==> src/rtl/lsu_ctrl_pkg.sv <==
// Shared definitions for the load/store unit controller: access sizes,
// FSM states and the alignment legality rule.
package lsu_ctrl_pkg;

    typedef enum logic [1:0] {
        SZ_B = 2'd0,
        SZ_H = 2'd1,
        SZ_W = 2'd2,
        SZ_X = 2'd3
    } size_e;

    typedef enum logic [1:0] {
        ST_IDLE   = 2'd0,
        ST_ACCESS = 2'd1,
        ST_RESP   = 2'd2
    } state_e;

    // Naturally aligned accesses only; the reserved size never reaches memory.
    function automatic logic access_ok(input size_e size, input logic [1:0] off);
        case (size)
            SZ_B:    access_ok = 1'b1;
            SZ_H:    access_ok = ~off[0];
            SZ_W:    access_ok = (off == 2'b00);
            default: access_ok = 1'b0;
        endcase
    endfunction

endpackage

==> src/rtl/lsu_align.sv <==
// Byte-lane steering: store data/mask placement into the 32-bit word and
// load data extraction with sign or zero extension.
module lsu_align
    import lsu_ctrl_pkg::*;
(
    input  logic [1:0]  st_off_i,
    input  size_e       st_size_i,
    input  logic [31:0] st_wdata_i,
    output logic [31:0] st_wdata_o,
    output logic [7:0]  st_wmask_o,
    input  logic [1:0]  ld_off_i,
    input  size_e       ld_size_i,
    input  logic        ld_unsigned_i,
    input  logic [31:0] ld_rdata_i,
    output logic [31:0] ld_data_o
);

    logic [3:0]  lane_mask;
    logic [3:0]  base_mask;
    logic [31:0] ld_shifted;

    // NOTE: every output of a combinational block gets a default first, so no path leaves it unassigned and infers a latch.
    always_comb begin
        base_mask  = 4'b0000;
        ld_data_o  = 32'd0;
        st_wdata_o = st_wdata_i << {st_off_i, 3'b000};

        case (st_size_i)
            SZ_B:    base_mask = 4'b0001;
            SZ_H:    base_mask = 4'b0011;
            SZ_W:    base_mask = 4'b1111;
            default: base_mask = 4'b0000;
        endcase
        lane_mask  = base_mask << st_off_i;
        st_wmask_o = {4'b0000, lane_mask};

        ld_shifted = ld_rdata_i >> {ld_off_i, 3'b000};
        case (ld_size_i)
            SZ_B:    ld_data_o = {{24{~ld_unsigned_i & ld_shifted[7]}},  ld_shifted[7:0]};
            SZ_H:    ld_data_o = {{16{~ld_unsigned_i & ld_shifted[15]}}, ld_shifted[15:0]};
            SZ_W:    ld_data_o = ld_shifted;
            default: ld_data_o = 32'd0;
        endcase
    end

endmodule

==> src/rtl/lsu_ctrl.sv <==
// Load/store unit controller: accepts one request at a time, performs a single
// one-cycle memory access (or rejects it as misaligned) and holds the response.
module lsu_ctrl
    import lsu_ctrl_pkg::*;
(
    input  logic        clk,
    input  logic        rst_n,
    input  logic        in_valid_i,
    output logic        in_ready_o,
    input  logic        in_wen_i,
    input  logic [31:0] in_addr_i,
    input  logic [31:0] in_wdata_i,
    input  logic [1:0]  in_size_i,
    input  logic        in_unsigned_i,
    output logic        out_valid_o,
    input  logic        out_ready_i,
    output logic [31:0] out_rdata_o,
    output logic        out_err_o,
    output logic        mem_valid_o,
    output logic        mem_wen_o,
    output logic [31:0] mem_raddr_o,
    output logic [31:0] mem_waddr_o,
    output logic [31:0] mem_wdata_o,
    output logic [7:0]  mem_wmask_o,
    input  logic [31:0] mem_rdata_i
);

    state_e      state_q;
    logic [31:0] addr_q;
    logic [1:0]  off_q;
    size_e       size_q;
    logic        unsigned_q;
    logic        mem_valid_q;
    logic        mem_wen_q;
    logic [31:0] mem_wdata_q;
    logic [7:0]  mem_wmask_q;
    logic        out_valid_q;
    logic        out_err_q;
    logic [31:0] out_rdata_q;

    size_e       in_size;
    logic [31:0] st_wdata;
    logic [7:0]  st_wmask;
    logic [31:0] ld_data;

    assign in_size = size_e'(in_size_i);

    lsu_align u_align (
        .st_off_i      (in_addr_i[1:0]),
        .st_size_i     (in_size),
        .st_wdata_i    (in_wdata_i),
        .st_wdata_o    (st_wdata),
        .st_wmask_o    (st_wmask),
        .ld_off_i      (off_q),
        .ld_size_i     (size_q),
        .ld_unsigned_i (unsigned_q),
        .ld_rdata_i    (mem_rdata_i),
        .ld_data_o     (ld_data)
    );

    // NOTE: state is updated with non-blocking assignments so every register samples pre-edge values.
    always_ff @(posedge clk or negedge rst_n) begin
        if (!rst_n) begin
            state_q     <= ST_IDLE;
            addr_q      <= 32'd0;
            off_q       <= 2'd0;
            size_q      <= SZ_B;
            unsigned_q  <= 1'b0;
            mem_valid_q <= 1'b0;
            mem_wen_q   <= 1'b0;
            mem_wdata_q <= 32'd0;
            mem_wmask_q <= 8'd0;
            out_valid_q <= 1'b0;
            out_err_q   <= 1'b0;
            out_rdata_q <= 32'd0;
        end else begin
            case (state_q)
                ST_IDLE: begin
                    if (in_valid_i) begin
                        addr_q     <= {in_addr_i[31:2], 2'b00};
                        off_q      <= in_addr_i[1:0];
                        size_q     <= in_size;
                        unsigned_q <= in_unsigned_i;
                        if (access_ok(in_size, in_addr_i[1:0])) begin
                            state_q     <= ST_ACCESS;
                            mem_valid_q <= 1'b1;
                            mem_wen_q   <= in_wen_i;
                            mem_wdata_q <= st_wdata;
                            mem_wmask_q <= in_wen_i ? st_wmask : 8'd0;
                        end else begin
                            state_q     <= ST_RESP;
                            out_valid_q <= 1'b1;
                            out_err_q   <= 1'b1;
                            out_rdata_q <= 32'd0;
                        end
                    end
                end
                ST_ACCESS: begin
                    // Memory strobes last exactly this one cycle.
                    mem_valid_q <= 1'b0;
                    mem_wen_q   <= 1'b0;
                    mem_wmask_q <= 8'd0;
                    out_valid_q <= 1'b1;
                    out_err_q   <= 1'b0;
                    out_rdata_q <= mem_wen_q ? 32'd0 : ld_data;
                    state_q     <= ST_RESP;
                end
                ST_RESP: begin
                    if (out_ready_i) begin
                        out_valid_q <= 1'b0;
                        out_err_q   <= 1'b0;
                        out_rdata_q <= 32'd0;
                        state_q     <= ST_IDLE;
                    end
                end
                default: state_q <= ST_IDLE;
            endcase
        end
    end

    assign in_ready_o  = (state_q == ST_IDLE);
    assign out_valid_o = out_valid_q;
    assign out_err_o   = out_err_q;
    assign out_rdata_o = out_rdata_q;
    assign mem_valid_o = mem_valid_q;
    assign mem_wen_o   = mem_wen_q;
    assign mem_raddr_o = addr_q;
    assign mem_waddr_o = addr_q;
    assign mem_wdata_o = mem_wdata_q;
    assign mem_wmask_o = mem_wmask_q;

endmodule
==> config.mk <==
export PLATFORM = sky130hd
export DESIGN_NAME = lsu_ctrl
export DESIGN_NICKNAME = d
export VERILOG_FILES = /design/src/rtl/lsu_ctrl_pkg.sv /design/src/rtl/lsu_align.sv /design/src/rtl/lsu_ctrl.sv
export SDC_FILE = /design/constraint.sdc
export NUM_CORES = 1
export LEC_CHECK = 0
export CAP_MARGIN = 20
export CORE_ASPECT_RATIO = 0.75
export CORE_MARGIN = 3
export CORE_UTILIZATION = 30
export DETAILED_ROUTE_END_ITERATION = 7
export SLEW_MARGIN = 25
export SYNTH_ARGS = -nofsm -noshare
export SYNTH_HDL_FRONTEND = slang
export SYNTH_SLANG_ARGS = --single-unit
==> constraint.sdc <==
create_clock -name clk -period 2.2 [get_ports clk]
set_clock_uncertainty 0.1 [all_clocks]
set_input_delay 0.44 -clock clk [delete_from_list [all_inputs] [get_ports clk]]
set_output_delay 0.44 -clock clk [all_outputs]
set_load 0.03 [all_outputs]
==> impl_metrics.toml <==
[setup_path]
path_cells = "clkdlybuf4s50_1 -> inv_2 -> ha_2 -> nor2_4 -> buf_4 -> a2111oi_4 -> buf_6 -> mux2_2"
rr_worst_depth = 8
reg2reg_from = "state_q[0]"
slowest_stage = "clkdlybuf4s50_1"
cp-startpoint = "in_size_i[1]"
critPathBufInv = 4
cp-start-kind = "input pin"
worstPathArrival_ps = 2280
crit_end = "mem_wdata_o[25]"
path_depth = 8
r2r-end = "out_rdata_o[9]"
end_kind = "flip-flop"
rrSetupSlack_ps = 190
slowest_delay_ps = 430
cp_data_required_time_ps = 2330
crit_type = "input pin to flip-flop"
crit_fanout = 8
path_delay_family = "buffers and inverters"

[sta]
setup_viol = 0
slew_headroom_pct = 66.3
worst_slew_pin_slew_ps = 504
fmax_mhz = 467
hold_slack_ps = 369
finalSetupTns_ps = 0
min_period_over_period_pct = 97.3
fin_crit_ps = 2140
final_hold_viol_count = 0
report.final.slew_viol_count = 0

[logic_synthesis]
yosysTopAreaCell = "dfrtp_1"
yosysUniqueCellTypes = 49
syn_area_um2 = 6020
ys_warn_count = 0
yosysSeqAreaShare_pct = 45.3
synth_edf_count = 0
synthArstFlopShare_pct = 100
synth_cells = 570
ys_top_cells_by_area = "dfrtp_1 45%, mux2_2 8.2%, mux2i_1 6.0%"
synth_top_flop_cell = "dfrtp_1"
yosys_register_bits = 109
syn_avg_cell_area_um2 = 10.6
synth_top_area_share_pct = 45.3

[finish]
fin_area_um2 = 9000
drive_above_1_share_pct = 15.9
area_growth_pct = 49.6
final.fill_count = 1816
post-route-util_pct = 46.0
nets = 903
diodes = 0

[clock_network]
htree_levels = 3
clockRootBuffer = "clkbuf_16"
cts_sinks = 109
cts_buffer_depth = 2
clk_pin_slew_ps = 70
numCtsBuffers = 9
clkLatencyLatePin_ps = 350
cts_tree = "yes"

[grt]
grt_pass1_wl_um = 29600
overflow = 0
grt_pass1_vias = 5090
grt_start_max_net_pins = 43
antenna_found_initial = 1
track_usage_pct = 17.3

[floorplanning]
start_util_pct = 30.8
design.die.area_um2 = 21800
num_rows = 44
io_pins = 245
die_w_um = 170
fp.coreArea_um2 = 19500
die_h_um = 129

[place]
postPlaceCellArea_um2 = 8670
gp_congestion = 0.884
io_buffers = 236
place_hpwl_um = 15300

[power]
power_leakage_nw = 3.69
power.density_nw_per_um2 = 1320
finalPower_w = 0.0119
ir_drop_mv = 0.763

[job]
drv_cap = 0

[drt]
dr.pass1.iters = 6
drtAntennaViolNets = 0
drc = 0
drtIter0Drc = 562
avgRoutedWirePerCell_um = 18.7
vias = 5317
vias_per_cell = 5.08
totalWireLength_um = 19500

[status]
status = "finished, final reports clean"

[min_path]
hold_class = "flip-flop to flip-flop"
-- how the worst min path moves through the flow --
| stage | start | end | cells after the start |
|---|---|---|---|
| 6_report | mem_wdata_o[2] | mem_wdata_o[2] | 2 |
| 5_1_grt | mem_wdata_o[2] | mem_wdata_o[2] | 2 |
| 4_1_cts | mem_wdata_o[2] | mem_wdata_o[2] | 2 |
| 3_5_place_dp | rst_n | out_rdata_o[19] | 1 |
| 3_3_place_gp | rst_n | out_rdata_o[19] | 1 |
| 2_1_floorplan | rst_n | mem_raddr_o[10] | 0 |
-- metrics by stage --
step	std cells	setup slack, ps
after floorplan	577	18.5
after global placement	1032	-371
after detailed placement	1032	-430
after CTS	1047	20.9
after global routing	1047	-31.0
final	1047	58.9
-- timing repair --
item / 4_1_cts / 5_1_grt
cloned: 0 / 0
hold buffers: 1 / 0
buffers inserted: 0 / 0
endpoints found under the setup margin: 18 / 32
pin swaps: 0 / 2
endpoints found under the hold margin: 31 / 0
resized for setup: 4 / 12
-- cell usage in the layout, fill, tap and decap left out, types with 10 or more instances in the layout --
cell type        Yosys  final
a211oi_1            22     22
a21oi_1             25     25
buf_4               40     41
clkdlybuf4s50_1      0    233
dfrtp_1            109    109
mux2_2              44     44
mux2i_1             36     36
nand2_1             41     41
nand3_1             14     14
nor2_1              21     20
nor2b_1             21     21
o211ai_1            26     26
o21ai_0             18     18
o2bb2ai_1           10     10
o31ai_1             32     32
-- logic make-up after synthesis --
kind of cell	share of synthesized area, %
AO/OA/AOI/OAI	19.4
AND/OR/NAND/NOR	9.21
flip-flops	45.3
buffers and inverters	8.88
multiplexers	15.3
adder cells (fa/ha/maj)	1.66
other	0.0623
XOR/XNOR	0.146
-- state kept, by name, summed over array words and instances, names as in the netlist, 2 cells and up --
signal,count
out_rdata_o,32
off_q,2
size_q,2
state_q,2
mem_wmask_o,4
mem_wdata_o,32
mem_raddr_o,30
-- power breakdown --
group / switching (W) / total [W] / internal (W)
Sequential: 0.000569 / 0.00329 / 0.00272
Combinational: 0.00409 / 0.00713 / 0.00303
Clock: 0.000716 / 0.00151 / 0.000789
-- routing by layer --
metal | vias up | share of wire (%) | GRT usage [%]
met3 | 25 | 6.3 | 3.90
li1 | 2481 | - | -
met4 | 2 | 1.3 | 3.94
met5 | - | 0.051 | 0
met1 | 2567 | 48 | 25.1
met2 | 242 | 45 | 26.6
-- synth_stat cells (13+ instances only) --
cell type and n:
dfrtp_1 109, mux2_2 44, nand2_1 41, buf_4 40, mux2i_1 36, o31ai_1 32, o211ai_1 26, a21oi_1 25
a211oi_1 22, nor2_1 21, nor2b_1 21, clkbuf_1 18, o21ai_0 18, nand3_1 14, buf_2 13
-- cell type report --
type | count | area, um^2 | area share (%)
inverter | 10 | 37.5 | 0.417
timing repair buffer | 285 | 2810 | 31.2
clock inverter | 3 | 23.8 | 0.264
sequential | 109 | 2730 | 30.3
multi-input combinational | 376 | 2840 | 31.6
tap | 253 | 317 | 3.52
clock buffer | 11 | 243 | 2.70
-- tightest hold or removal path, delay by kind of cell, from the launching register on --
family           cells  cell delay [ps]
flip-flops           1              340
AND/OR/NAND/NOR      2              100
No activity file was read; power rests on OpenSTA's default activity.
